==> src/rtl/wb_accel_pkg.sv <==
// Shared types and constants for the Wishbone-to-accelerator scheduler.
// Address decode lives here so the top and any future bench see one definition.
package wb_accel_pkg;

  typedef enum logic [2:0] {
    S_IDLE, S_MEM_WAIT, S_LITE_WR, S_LITE_AR, S_LITE_R, S_PUSH, S_POP, S_ACK
  } state_e;

  typedef enum logic [2:0] {
    TGT_MEM, TGT_LITE, TGT_STREAM, TGT_STAT, TGT_UNMAPPED
  } target_e;

  typedef struct packed {
    logic [31:0] adr;
    logic [31:0] dat;
    logic        we;
    logic [3:0]  sel;
  } req_t;

  localparam logic [11:0] MEM_BASE   = 12'h380;
  localparam logic [11:0] ACCEL_BASE = 12'h300;

  localparam logic [1:0] LANE_FIR = 2'd0;
  localparam logic [1:0] LANE_MM  = 2'd1;
  localparam logic [1:0] LANE_QS  = 2'd2;
  localparam logic [1:0] TO_LITE  = 2'd3;

  localparam logic [31:0] TIMEOUT_DATA = 32'hDEAD_BEEF;
  localparam int          CNT_W        = 16;

  function automatic target_e decode_target(input logic [31:0] adr);
    target_e t;
    t = TGT_UNMAPPED;
    if (adr[31:20] == MEM_BASE) begin
      t = TGT_MEM;
    end else if (adr[31:20] == ACCEL_BASE) begin
      // The low half of page 0 belongs to the FIR config bus, the upper half to its stream.
      if (adr[11:8] == 4'h0 && !adr[7]) begin
        t = TGT_LITE;
      end else if (adr[11:10] == 2'b00 &&
                   (adr[9:8] == LANE_FIR || adr[9:8] == LANE_MM || adr[9:8] == LANE_QS)) begin
        t = TGT_STREAM;
      end else if (adr[11:8] == 4'hF) begin
        t = TGT_STAT;
      end
    end
    return t;
  endfunction

endpackage

==> src/rtl/wb_wait_counter.sv <==
// Wait-cycle counter: cleared by load, advances while enabled, stops at the limit.
// done is a registered-count compare, so it is glitch-free within a cycle.
module wb_wait_counter #(
  parameter int W = 16
) (
  input  logic         clk,
  input  logic         rst,
  input  logic         load,
  input  logic         en,
  input  logic [W-1:0] limit,
  output logic         done
);

  logic [W-1:0] cnt_q, cnt_d;

  assign done = (cnt_q == limit);

  always_comb begin
    cnt_d = cnt_q;
    if (load) begin
      cnt_d = '0;
    end else if (en && !done) begin
      cnt_d = cnt_q + 1'b1;
    end
  end

  always_ff @(posedge clk) begin
    if (rst) cnt_q <= '0;
    else     cnt_q <= cnt_d;
  end

endmodule

==> src/rtl/wb_accel_sched.sv <==
// Wishbone slave that schedules single transactions onto memory, the FIR AXI-Lite
// config bus, or one of three accelerator stream lanes; all waits are bounded by a timeout.
module wb_accel_sched
  import wb_accel_pkg::*;
#(
  parameter int MEM_DELAY = 10,
  parameter int TIMEOUT   = 255
) (
  input  logic        clk,
  input  logic        rst,
  input  logic        wbs_cyc_i,
  input  logic        wbs_stb_i,
  input  logic        wbs_we_i,
  input  logic [3:0]  wbs_sel_i,
  input  logic [31:0] wbs_adr_i,
  input  logic [31:0] wbs_dat_i,
  output logic        wbs_ack_o,
  output logic [31:0] wbs_dat_o,
  output logic        mem_en,
  output logic [3:0]  mem_we,
  output logic [31:0] mem_addr,
  output logic [31:0] mem_wdata,
  input  logic [31:0] mem_rdata,
  output logic        awvalid,
  input  logic        awready,
  output logic [11:0] awaddr,
  output logic        wvalid,
  input  logic        wready,
  output logic [31:0] wdata,
  output logic        arvalid,
  input  logic        arready,
  output logic [11:0] araddr,
  input  logic        rvalid,
  output logic        rready,
  input  logic [31:0] rdata,
  output logic [2:0]  ss_tvalid,
  output logic [2:0]  ss_tlast,
  output logic [31:0] ss_tdata,
  input  logic [2:0]  ss_tready,
  input  logic [2:0]  sm_tvalid,
  input  logic [95:0] sm_tdata,
  output logic [2:0]  sm_tready
);

  localparam int MEM_LIM_I = (MEM_DELAY > 0) ? MEM_DELAY - 1 : 0;
  localparam int TO_LIM_I  = (TIMEOUT > 0) ? TIMEOUT - 1 : 0;
  localparam logic [CNT_W-1:0] MEM_LIM = MEM_LIM_I[CNT_W-1:0];
  localparam logic [CNT_W-1:0] TO_LIM  = TO_LIM_I[CNT_W-1:0];

  state_e      state_q, state_d;
  req_t        req_q, req_d;
  logic [1:0]  lane_q, lane_d;
  logic [31:0] rdat_q, rdat_d;
  logic        aw_done_q, aw_done_d;
  logic        w_done_q, w_done_d;
  logic [3:0]  timeout_q, timeout_d;

  target_e          tgt;
  logic             cnt_load, cnt_en, cnt_done;
  logic [CNT_W-1:0] cnt_limit;
  logic [2:0]       lane_oh;
  logic [31:0]      lane_dat;
  logic             expired;
  logic [1:0]       to_idx;
  logic             busy;

  assign tgt      = decode_target(wbs_adr_i);
  assign lane_oh  = 3'b001 << lane_q;
  assign lane_dat = (lane_q == LANE_QS) ? sm_tdata[95:64] :
                    (lane_q == LANE_MM) ? sm_tdata[63:32] : sm_tdata[31:0];
  // An accelerator holding a result nobody has popped yet.
  assign busy     = |sm_tvalid;

  assign mem_addr  = req_q.adr;
  assign mem_wdata = req_q.dat;
  assign awaddr    = req_q.adr[11:0];
  assign araddr    = req_q.adr[11:0];
  assign wdata     = req_q.dat;
  assign ss_tdata  = req_q.dat;

  // Every state change restarts the wait budget for the next handshake.
  assign cnt_load  = (state_d != state_q);
  assign cnt_en    = (state_q != S_IDLE) && (state_q != S_ACK);
  assign cnt_limit = (state_q == S_MEM_WAIT) ? MEM_LIM : TO_LIM;

  wb_wait_counter #(.W(CNT_W)) u_wait (
    .clk   (clk),
    .rst   (rst),
    .load  (cnt_load),
    .en    (cnt_en),
    .limit (cnt_limit),
    .done  (cnt_done)
  );

  always_comb begin
    state_d   = state_q;
    req_d     = req_q;
    lane_d    = lane_q;
    rdat_d    = rdat_q;
    aw_done_d = aw_done_q;
    w_done_d  = w_done_q;
    timeout_d = timeout_q;
    expired   = 1'b0;
    to_idx    = TO_LITE;
    wbs_ack_o = 1'b0;
    wbs_dat_o = '0;
    mem_en    = 1'b0;
    mem_we    = '0;
    awvalid   = 1'b0;
    wvalid    = 1'b0;
    arvalid   = 1'b0;
    rready    = 1'b0;
    ss_tvalid = '0;
    ss_tlast  = '0;
    sm_tready = '0;

    unique case (state_q)
      S_IDLE: begin
        if (wbs_cyc_i && wbs_stb_i) begin
          req_d     = '{adr: wbs_adr_i, dat: wbs_dat_i, we: wbs_we_i, sel: wbs_sel_i};
          lane_d    = wbs_adr_i[9:8];
          rdat_d    = '0;
          aw_done_d = 1'b0;
          w_done_d  = 1'b0;
          unique case (tgt)
            TGT_MEM:    state_d = S_MEM_WAIT;
            TGT_LITE:   state_d = !wbs_we_i ? S_LITE_AR :
                                  (wbs_sel_i == 4'h0) ? S_ACK : S_LITE_WR;
            TGT_STREAM: state_d = !wbs_we_i ? S_POP :
                                  (wbs_sel_i == 4'h0) ? S_ACK : S_PUSH;
            TGT_STAT: begin
              if (wbs_we_i) timeout_d = timeout_q & ~wbs_dat_i[7:4];
              else          rdat_d    = {busy, 23'b0, timeout_q, 4'h0};
              state_d = S_ACK;
            end
            default:    state_d = S_ACK;
          endcase
        end
      end

      S_MEM_WAIT: begin
        mem_en = 1'b1;
        mem_we = req_q.we ? req_q.sel : 4'h0;
        if (cnt_done) begin
          rdat_d  = mem_rdata;
          state_d = S_ACK;
        end
      end

      S_LITE_WR: begin
        awvalid   = !aw_done_q;
        wvalid    = !w_done_q;
        aw_done_d = aw_done_q | (awvalid & awready);
        w_done_d  = w_done_q | (wvalid & wready);
        if (aw_done_d && w_done_d) state_d = S_ACK;
        else if (cnt_done)         expired = 1'b1;
      end

      S_LITE_AR: begin
        arvalid = 1'b1;
        if (arready)       state_d = S_LITE_R;
        else if (cnt_done) expired = 1'b1;
      end

      S_LITE_R: begin
        rready = 1'b1;
        if (rvalid) begin
          rdat_d  = rdata;
          state_d = S_ACK;
        end else if (cnt_done) begin
          expired = 1'b1;
        end
      end

      S_PUSH: begin
        ss_tvalid = lane_oh;
        ss_tlast  = req_q.adr[2] ? lane_oh : 3'b000;
        to_idx    = lane_q;
        if (|(ss_tready & lane_oh)) state_d = S_ACK;
        else if (cnt_done)          expired = 1'b1;
      end

      S_POP: begin
        to_idx = lane_q;
        if (|(sm_tvalid & lane_oh)) begin
          sm_tready = lane_oh;
          rdat_d    = lane_dat;
          state_d   = S_ACK;
        end else if (cnt_done) begin
          expired = 1'b1;
        end
      end

      S_ACK: begin
        wbs_ack_o = 1'b1;
        wbs_dat_o = rdat_q;
        state_d   = S_IDLE;
      end

      default: state_d = S_IDLE;
    endcase

    if (expired) begin
      timeout_d[to_idx] = 1'b1;
      rdat_d            = TIMEOUT_DATA;
      state_d           = S_ACK;
    end
  end

  always_ff @(posedge clk) begin
    if (rst) begin
      state_q   <= S_IDLE;
      req_q     <= '0;
      lane_q    <= '0;
      rdat_q    <= '0;
      aw_done_q <= 1'b0;
      w_done_q  <= 1'b0;
      timeout_q <= '0;
    end else begin
      state_q   <= state_d;
      req_q     <= req_d;
      lane_q    <= lane_d;
      rdat_q    <= rdat_d;
      aw_done_q <= aw_done_d;
      w_done_q  <= w_done_d;
      timeout_q <= timeout_d;
    end
  end

endmodule

==> config.mk <==
export PLATFORM = sky130hd
export DESIGN_NAME = wb_accel_sched
export DESIGN_NICKNAME = d
export VERILOG_FILES = /design/src/rtl/wb_accel_pkg.sv /design/src/rtl/wb_wait_counter.sv /design/src/rtl/wb_accel_sched.sv
export SDC_FILE = /design/constraint.sdc
export NUM_CORES = 1
export LEC_CHECK = 0
export BUFFER_PORTS_ARGS = -buffer_cell sky130_fd_sc_hd__buf_2
export CORE_AREA = 2 2 173 175
export CTS_CLUSTER_SIZE = 10
export DETAILED_ROUTE_END_ITERATION = 10
export DIE_AREA = 0 0 175 177
export SLEW_MARGIN = 30
export SYNTH_ARGS = -nofsm -noshare
export SYNTH_HDL_FRONTEND = slang
export SYNTH_SLANG_ARGS = --single-unit
==> constraint.sdc <==
create_clock -name clk -period 3.3 [get_ports clk]
set_clock_uncertainty 0.05 [all_clocks]
set_input_delay 0.66 -clock clk [delete_from_list [all_inputs] [get_ports clk]]
set_output_delay 0.66 -clock clk [all_outputs]
set_load 0.05 [all_outputs]
==> results of run 1 <==
-- through the flow --
stage	hold WS [ps]	setup WS (ps)	utilization (%)	total power (µW)	cells
3_3_place_gp	388.0	279.2	33.02	4659	1701
4_1_cts	401.4	172.0	35.09	6656	1733
6_report	401.6	157.2	35.10	6574	1734
5_1_grt	405.2	38.58	35.09	6957	1733
3_5_place_dp	394.2	244.4	33.02	4692	1701
2_1_floorplan	381.9	366.2	-	4177	1074
-- placed cells by master, fill, tap and decap left out, types with 4 or more instances in the layout --
cell	netlist	final
buf_2	6	444
nand2_1	163	163
dfxtp_1	126	123
a21oi_1	113	113
nor2_1	80	78
nor3_1	44	42
mux2i_1	40	40
a211oi_1	37	37
nor2b_1	34	34
and2_1	32	32
a221oi_1	28	28
mux2_2	27	27
o21ai_0	18	18
clkbuf_16	0	18
buf_4	155	18
nand3_1	11	11
nand4_1	9	9
xnor2_1	9	9
nor4_1	9	9
inv_1	6	6
xor2_1	6	6
and3_1	5	5
clkinvlp_4	0	5
or3_1	5	4
nand2b_1	4	4
-- layer usage --
layer | vias up | GRT usage (%)
li1 | 4080 | -
met2 | 261 | 29.87
met3 | 46 | 3.995
met5 | - | 0
met1 | 3829 | 21.54
met4 | 0 | 4.861
-- report_power, final --
group	switching, µW	internal (µW)
clock network	748	1180
logic	1820	846
registers	204	1770
total	2770	3800
-- critical path, delay by kind of cell, from the launching register on --
family	cells	cell delay, ps
DFF	1	730
and+or+nand+nor	3	680
buffers and inverters	2	600
-- state kept, by name, indices dropped and copies added, names as in the netlist --
register,flops
mem_addr,32
req_q,5
state_q,3
rdat_q,32
w_done_q,1
mem_wdata,32
u_wait.cnt_q,16
timeout_q,4
aw_done_q,1
-- final cells by class --
cell class | instances | area [µm²] | share of cell area, %
Clock buffer | 20 | 467.9 | 4.559
Timing Repair Buffer | 463 | 2377 | 23.16
Tap cell | 390 | 488.0 | 4.754
Sequential cell | 126 | 2529 | 24.63
Clock inverter | 12 | 133.9 | 1.304
Antenna cell | 1 | 2.502 | 0.02438
Inverter | 6 | 22.52 | 0.2194
Multi-Input combinational cell | 716 | 4244 | 41.35
-- path summary, 6_finish.rpt --
kind / slack [ps] / startpoint / cells past startpoint / end
max: 160 / state_q[2] / 5 / sm_tready[0]
min reg2reg: 400 / mem_addr[30] / 2 / mem_addr[30]
max reg2reg: 420 / state_q[2] / 8 / u_wait.cnt_q[1]
min: 400 / mem_addr[30] / 2 / mem_addr[30]
-- cells in the mapped netlist, types with 4 or more instances --
| cell | count | share of area (%) |
|---|---|---|
| and3_1 | 5 | 0.38 |
| nand2_1 | 163 | 7.4 |
| nor2_1 | 80 | 3.7 |
| xor2_1 | 6 | 0.64 |
| inv_1 | 6 | 0.27 |
| or3_1 | 5 | 0.38 |
| mux2_2 | 27 | 3.7 |
| clkbuf_1 | 56 | 2.6 |
| mux2i_1 | 40 | 4.9 |
| nor3_1 | 44 | 2.7 |
| nor4_1 | 9 | 0.68 |
| o21ai_0 | 18 | 1.1 |
| and2_1 | 32 | 2.4 |
| buf_4 | 155 | 14 |
| nor2b_1 | 34 | 2.6 |
| buf_2 | 6 | 0.37 |
| nand4_1 | 9 | 0.68 |
| nand3_1 | 11 | 0.67 |
| a21oi_1 | 113 | 6.9 |
| a221oi_1 | 28 | 3.0 |
| dfxtp_1 | 126 | 31 |
| nand2b_1 | 4 | 0.30 |
| xnor2_1 | 9 | 0.96 |
| buf_1 | 7 | 0.32 |
| a211oi_1 | 37 | 3.4 |
-- kinds of logic (layout without fill, tap and decap cells) --
family | count (synthesis) | count (layout)
simple gates | 409 | 409
mux | 67 | 67
buf+inv | 232 | 501
other cells | 0 | 1
flops | 126 | 126
xor+xnor | 15 | 15
fa+ha+maj | 1 | 1
compound gates | 224 | 224
==> flow_metrics.env, run 1 <==
export IMPL_grtUsageTotal_pct=17.30
export IMPL_finalHoldViolCount=0
export IMPL_critPathMaxFanout=18
export IMPL_syn_num_nets=1318
export IMPL_min_period_ps=3143
export IMPL_dp_hpwl_um=21670
export IMPL_core_mm2=0.02924
export IMPL_cp_cell_sequence="inv_1 > nor2_2 > nand3_1 > nor3_1 > buf_2"
export IMPL_top_layer="met4"
export IMPL_synth_xor_area_share_pct=1.597
export IMPL_rsz0062_at_grt="no"
export IMPL_cts_htree_levels=4
export IMPL_ys_types=60
export IMPL_dr_wl_met2_um=14130
export IMPL_post_cts_buffers=0
export IMPL_cts_tree="yes"
export IMPL_grt_pass1_vias=7424
export IMPL_max_cap_violations=0
export IMPL_cp_end_kind="primary output"
export IMPL_post_route_period_util_pct=95.24
export IMPL_synth_ff_type="dfxtp_1"
export IMPL_avgSynthCellArea_um2=7.659
export IMPL_place_congestion=0.8963
export IMPL_cts_sinks=126
export IMPL_cpPeakStageDelay_ps=730
export IMPL_arrival_ps=2430
export IMPL_drtIter0Drc=512
export IMPL_area_growth_pct=24.79
export IMPL_ios=446
export IMPL_dieArea_mm2=0.03098
export IMPL_die_w_um=175
export IMPL_avgRoutedWirePerCell_um=16.47
export IMPL_die_y_um=177
export IMPL_synth_edf_count=0
export IMPL_insertion_delay_ps=410
export IMPL_synth_fa_ha_area_share_pct=0.1521
export IMPL_cts_resized_gates=1
export IMPL_drtAntennaViolNets=0
export IMPL_wl_met1_um=12290
export IMPL_critPathKind="reg -> out"
export IMPL_status="completed"
export IMPL_antenna_found_initial=0
export IMPL_hold_path_class="reg -> reg"
export IMPL_placed_area_mm2=0.009656
export IMPL_fin_nets=1574
export IMPL_final_cell_area_mm2=0.01026
export IMPL_grt_max_degree=98
export IMPL_viasPerCell=4.738
export IMPL_synth_top_family_by_area="simple AND/OR/NAND/NOR gates"
export IMPL_max_slew_worst_pin_slew_ps=666.5
export IMPL_fillers=3134
export IMPL_fmax_mhz=318.2
export IMPL_wirelength_um=28560
export IMPL_powerDensity_mw_per_mm2=640.4
export IMPL_tns_ps=0
export IMPL_ys_async_sr_fraction_pct=0
export IMPL_cts_root_buf="clkbuf_16"
export IMPL_clockBufferDepth=2
export IMPL_yosys_mux_area_fraction_pct=8.564
export IMPL_io_buffers=445
export IMPL_first_pass_iters=5
export IMPL_num_vias=8216
export IMPL_ir_worst_vdd_mv=0.2580
export IMPL_synthesis_area_mm2=0.008225
export IMPL_cellLeakagePower_uw=0.004611
export IMPL_cts_made_buffers=17
export IMPL_clk_pin_slew_ps=60
export IMPL_start_util_pct=28.13
export IMPL_wl_met3_um=1522
export IMPL_rows=63
export IMPL_ys_seq_area_share_pct=30.67
export IMPL_drive_above_1_share_pct=40.13
export IMPL_relSlewSlack_pct=55.56
export IMPL_drc=0
export IMPL_drv_slew=0
export IMPL_synth_warnings=0
export IMPL_slowest_stage="dfxtp_1"
export IMPL_required_ps=2590
export IMPL_hold_buffers=0
export IMPL_yosys_register_bits=126
export IMPL_startpoint_type="flip-flop"
export IMPL_syn_inst=1074
export IMPL_grt_pass1_wl_um=41800
export IMPL_synth_simple_area_share_pct=23.30
export IMPL_synth_compound_area_share_pct=17.78
export IMPL_setup_violations=0
export IMPL_grt_overflow=0
(Power assumes the default switching activity.)
==> inputs of run 2 (changes only) <==
--- a/config.mk
+++ b/config.mk
@@ -5,11 +5,12 @@
 export SDC_FILE = /design/constraint.sdc
 export NUM_CORES = 1
 export LEC_CHECK = 0
-export BUFFER_PORTS_ARGS = -buffer_cell sky130_fd_sc_hd__buf_2
+export BUFFER_PORTS_ARGS = -buffer_cell sky130_fd_sc_hd__buf_4
 export CORE_AREA = 2 2 173 175
 export CTS_CLUSTER_SIZE = 10
 export DETAILED_ROUTE_END_ITERATION = 10
 export DIE_AREA = 0 0 175 177
+export PLACE_DENSITY = 0.67
 export SLEW_MARGIN = 30
 export SYNTH_ARGS = -nofsm -noshare
 export SYNTH_HDL_FRONTEND = slang
==> run 2 against run 1 <==
  * Count of clock-buffer cells in the layout fell by 1
  * Sequential cell count is the same
  * First-iteration DRC count increased by 1.2%
  * Critical endpoint unchanged
  * Largest cell class unchanged
  * Highest routed layer unchanged
==> flow_metrics.env, run 2 (synthesis results as in run 1) <==
export IMPL_status="completed"
export IMPL_core_mm2=0.02924
export IMPL_cts_htree_levels=4
export IMPL_cts_tree="yes"
export IMPL_critPathMaxFanout=16
export IMPL_required_ps=2590
export IMPL_fin_ws_ps=290.6
export IMPL_insertion_delay_ps=410
export IMPL_critPathKind="reg -> out"
export IMPL_hold_buffers=0
export IMPL_place_congestion=0.8861
export IMPL_reg2reg_depth=8
export IMPL_first_pass_iters=5
export IMPL_cts_sinks=126
export IMPL_drive_above_1_share_pct=40.13
export IMPL_fin_nets=1574
export IMPL_arrival_ps=2300
export IMPL_post_route_period_util_pct=91.19
export IMPL_cp_cell_sequence="mux2i_1 > o21ai_0 > nand3_1 > nor3_1 > buf_4"
export IMPL_antenna_found_initial=0
export IMPL_start_util_pct=28.13
export IMPL_drv_slew=0
export IMPL_post_route_util_pct=38.81
export IMPL_final_cell_area_mm2=0.01135
export IMPL_die_y_um=177
export IMPL_drtIter0Drc=518
export IMPL_grt_pass1_vias=7757
export IMPL_cpPeakStageDelay_ps=510
export IMPL_cts_made_buffers=17
export IMPL_power_uw=6724
export IMPL_comb_power_share_pct=42.8
export IMPL_slowest_stage="dfxtp_4"
export IMPL_placed_area_mm2=0.01077
export IMPL_max_cap_violations=0
export IMPL_cellLeakagePower_uw=0.004815
export IMPL_p_seq_share_pct=29.5
export IMPL_path_buf_inv=1
export IMPL_cp_end_kind="primary output"
export IMPL_dp_hpwl_um=22920
export IMPL_holdPathStages=2
export IMPL_grt_overflow=0
export IMPL_grtUsageTotal_pct=18.51
export IMPL_hold_path_class="reg -> reg"
export IMPL_hold_path_startpoint="req_q[3]"
export IMPL_finalHoldViolCount=0
export IMPL_final_cell_mix="buf_4 (462), nand2_1 (163), dfxtp_1 (122)"
export IMPL_viasPerCell=4.792
export IMPL_min_period_ps=3009
export IMPL_wirelength_um=30050
export IMPL_ir_worst_vdd_mv=0.2584
export IMPL_num_vias=8305
export IMPL_die_w_um=175
export IMPL_clockBufferDepth=2
export IMPL_drc=0
export IMPL_dieArea_mm2=0.03098
export IMPL_sw_frac_of_total_pct=41.30
export IMPL_pre_cts_ws_ps=317.6
export IMPL_rows=63
export IMPL_setup_violations=0
export IMPL_p_switching_uw=2777
export IMPL_relSlewSlack_pct=51.03
export IMPL_drtAntennaViolNets=0
export IMPL_diodes=0
export IMPL_grt_pass1_wl_um=44340
export IMPL_final_common_cell="buf_4"
export IMPL_powerDensity_mw_per_mm2=592.5
export IMPL_regToRegStartpoint="mem_addr[9]"
export IMPL_io_buffers=445
export IMPL_cts_root_buf="clkbuf_16"
export IMPL_avgRoutedWirePerCell_um=17.34
export IMPL_max_slew_worst_pin_slew_ps=734.6
export IMPL_p_clk_share_pct=27.7
export IMPL_grt_max_degree=97
export IMPL_startpoint_type="flip-flop"
export IMPL_rsz0062_at_grt="no"
export IMPL_p_int_uw=3947
export IMPL_reg2reg_setup_slack_ps=620
export IMPL_cp_top_family="simple AND/OR/NAND/NOR gates"
export IMPL_fmax_mhz=332.3
export IMPL_reg2reg_to="rdat_q[11]"
export IMPL_clk_pin_slew_ps=50
export IMPL_area_growth_pct=37.98
export IMPL_tns_ps=0
export IMPL_hold_end="req_q[3]"
export IMPL_ios=446
run 2: worst max path at each step:
stage,from,end,slack (ps),cells past startpoint
after global placement,wbs_adr_i[20],u_wait.cnt_q[1],320,7
final,mem_addr[9],sm_tready[0],290,5
after CTS,state_q[2],ss_tlast[0],130,5
after floorplan,state_q[1],mem_we[0],370,5
after global routing,mem_addr[9],sm_tready[0],140,5
after detailed placement,wbs_adr_i[20],u_wait.cnt_q[1],320,7
run 2: metal layers:
metal	share of wire [%]	wire, µm	track usage, %
met1	42	12670	22.66
met2	50	15060	32.53
met3	5.9	1766	4.317
met4	1.8	551	4.965
met5	0	0	0
run 2: tightest hold or removal path: stages, from the launching register on:
cell,delay [ps]
dfxtp_1,300
nand2_1,50
a21oi_1,50
run 2: area by class of cell:
cell class / count / area, µm²
Fill cell: 2988 / 17890
Multi-Input combinational cell: 716 / 4239
Timing Repair Buffer: 463 / 3488
Sequential cell: 126 / 2530
Tap cell: 390 / 488.0
Clock buffer: 19 / 442.9
Clock inverter: 13 / 138.9
Inverter: 6 / 22.52
run 2: power groups by stage:
stage | Clock (µW) | Sequential [µW] | Combinational (µW)
after floorplan | 0 | 1910 | 2270
after global placement | 0 | 2000 | 2850
after detailed placement | 0 | 2010 | 2890
after CTS | 1940 | 1980 | 2890
after global routing | 2000 | 2020 | 3120
final | 1870 | 1980 | 2880
run 2: stage by stage:
step           instances  hold WS [ps]
6_report            1733         400.6
5_1_grt             1733         423.6
3_5_place_dp        1701         393.6
3_3_place_gp        1701         387.1
4_1_cts             1733         402.5
2_1_floorplan       1074         381.9
run 2: timing repair:
| item | 4_1_cts | 5_1_grt |
|---|---|---|
| buffers inserted | 0 | 0 |
| resized for setup | 0 | 1 |
| endpoints found under the setup margin | 0 | 2 |
==> inputs of run 3 (changes only) <==
--- a/config.mk
+++ b/config.mk
@@ -6,11 +6,11 @@
 export NUM_CORES = 1
 export LEC_CHECK = 0
 export BUFFER_PORTS_ARGS = -buffer_cell sky130_fd_sc_hd__buf_4
-export CORE_AREA = 2 2 173 175
+export CORE_AREA = 2 2 171 173
 export CTS_CLUSTER_SIZE = 10
 export DETAILED_ROUTE_END_ITERATION = 10
-export DIE_AREA = 0 0 175 177
-export PLACE_DENSITY = 0.67
+export DIE_AREA = 0 0 173 175
+export PLACE_DENSITY = 0.68
 export SLEW_MARGIN = 30
 export SYNTH_ARGS = -nofsm -noshare
 export SYNTH_HDL_FRONTEND = slang
==> run 3 against run 2 <==
  * Combinational power hardly changed
  * Non-clock buffer count stayed put
  * Final cell count is 0.29% lower
  * Count of clock-buffer cells in the layout stayed put
  * Hold slack better by 1.5 ps
  * Critical path type unchanged
==> flow_metrics.env, run 3 (synthesis results as in run 1) <==
export IMPL_post_route_period_util_pct=92.96
export IMPL_io_buffers=445
export IMPL_grt_max_degree=84
export IMPL_drtAntennaViolNets=0
export IMPL_p_clk_share_pct=28.3
export IMPL_die_w_um=173
export IMPL_drive_above_1_share_pct=40.13
export IMPL_max_cap_violations=0
export IMPL_die_y_um=175
export IMPL_hold_buffers=0
export IMPL_reg2reg_depth=7
export IMPL_first_pass_iters=5
export IMPL_tns_ps=0
export IMPL_final_common_cell="buf_4"
export IMPL_grtUsageTotal_pct=18.86
export IMPL_finalHoldViolCount=0
export IMPL_p_int_uw=4009
export IMPL_avgRoutedWirePerCell_um=17.43
export IMPL_cts_root_buf="clkbuf_16"
export IMPL_grt_overflow=0
export IMPL_arrival_ps=2360
export IMPL_dieArea_mm2=0.03028
export IMPL_sw_frac_of_total_pct=40.95
export IMPL_p_switching_uw=2780
export IMPL_dp_hpwl_um=22860
export IMPL_startpoint_type="flip-flop"
export IMPL_rsz0062_at_grt="no"
export IMPL_fin_nets=1574
export IMPL_num_vias=8320
export IMPL_setup_violations=0
export IMPL_clk_pin_slew_ps=60
export IMPL_min_period_ps=3068
export IMPL_critPathMaxFanout=18
export IMPL_grt_pass1_vias=7744
export IMPL_cts_tree="yes"
export IMPL_cts_htree_levels=4
export IMPL_antenna_found_initial=1
export IMPL_start_util_pct=28.97
export IMPL_fillers=2923
export IMPL_drtIter0Drc=516
export IMPL_insertion_delay_ps=410
export IMPL_wirelength_um=30120
export IMPL_comb_power_share_pct=42.4
export IMPL_max_slew_worst_pin_slew_ps=673.3
export IMPL_rows=62
export IMPL_placed_cells=1695
export IMPL_relSlewSlack_pct=55.11
export IMPL_ios=446
export IMPL_area_growth_pct=38.39
export IMPL_p_seq_share_pct=29.2
export IMPL_hold_path_class="reg -> reg"
export IMPL_core_mm2=0.02839
export IMPL_clockBufferDepth=2
export IMPL_place_congestion=0.8572
export IMPL_cellLeakagePower_uw=0.004821
export IMPL_drv_slew=0
export IMPL_finalNonFillerCells=1728
export IMPL_viasPerCell=4.815
export IMPL_powerDensity_mw_per_mm2=596.4
export IMPL_status="completed"
export IMPL_critPathKind="reg -> out"
export IMPL_drc=0
export IMPL_grt_pass1_wl_um=45080
export IMPL_ir_worst_vdd_mv=0.2720
export IMPL_fmax_mhz=326.0
export IMPL_cts_made_buffers=17
export IMPL_cts_sinks=126
export IMPL_final_cell_mix="buf_4 (461), nand2_1 (163), dfxtp_1 (123)"
export IMPL_cp_end_kind="primary output"
export IMPL_holdPathStages=2
export IMPL_required_ps=2590
==> run 3: worst max-delay path: stages (launching register included) <==
cell and delay [ps]:
dfxtp_1 700, inv_1 290, nor3_2 310, nand2_1 180
nor3_1 220, buf_4 250
==> run 3: cell type report <==
type | instances | area, µm² | share of cell area (%)
antenna | 1 | 2.502 | 0.02198
clock buffer | 19 | 432.9 | 3.803
clock inverter | 13 | 165.2 | 1.451
inverter | 6 | 22.52 | 0.1978
multi-input combinational | 716 | 4250 | 37.34
sequential | 126 | 2529 | 22.21
tap | 384 | 480.5 | 4.221
timing repair buffer | 463 | 3501 | 30.75
==> run 3: per-layer routing <==
layer | GRT usage, % | part of all wire, %
met1 | 23.47 | 42
met2 | 32.42 | 50
met3 | 4.613 | 6.2
met4 | 5.191 | 1.8
met5 | 0 | 0
==> run 3: through the flow <==
| stage | total power (µW) | hold WS, ps | util (%) | setup WS [ps] | area, µm² |
|---|---|---|---|---|---|
| after floorplan | 4177 | 381.9 | - | 366.2 | 8225 |
| after global placement | 4859 | 389.8 | 37.96 | 251.1 | 10780 |
| after detailed placement | 4892 | 396.0 | 37.96 | 231.7 | 10780 |
| after CTS | 6856 | 404.1 | 40.08 | 165.9 | 11380 |
| after global routing | 7173 | 409.2 | 40.09 | 50.50 | 11380 |
| final | 6789 | 402.1 | 40.09 | 232.4 | 11380 |
==> run 3: final timing paths <==
| path | slack, ps | to | start |
|---|---|---|---|
| min | 400 | req_q[0] | req_q[0] |
| min reg2reg | 400 | req_q[0] | req_q[0] |
| max | 230 | ss_tlast[0] | state_q[2] |
| max reg2reg | 450 | u_wait.cnt_q[1] | state_q[2] |
==> run 3: timing repair <==
| item | 4_1_cts | 5_1_grt |
|---|---|---|
| resized for setup | 1 | 1 |
| endpoints found under the setup margin | 1 | 1 |
| setup buffers | 0 | 0 |
==> run 3: power groups by stage <==
| stage | Clock, µW | Combinational, µW | Sequential (µW) |
|---|---|---|---|
| floorplan | 0 | 2270 | 1910 |
| global placement | 0 | 2850 | 2010 |
| detailed placement | 0 | 2880 | 2010 |
| CTS | 1990 | 2890 | 1980 |
| global route | 2060 | 3100 | 2010 |
| finish | 1920 | 2880 | 1990 |
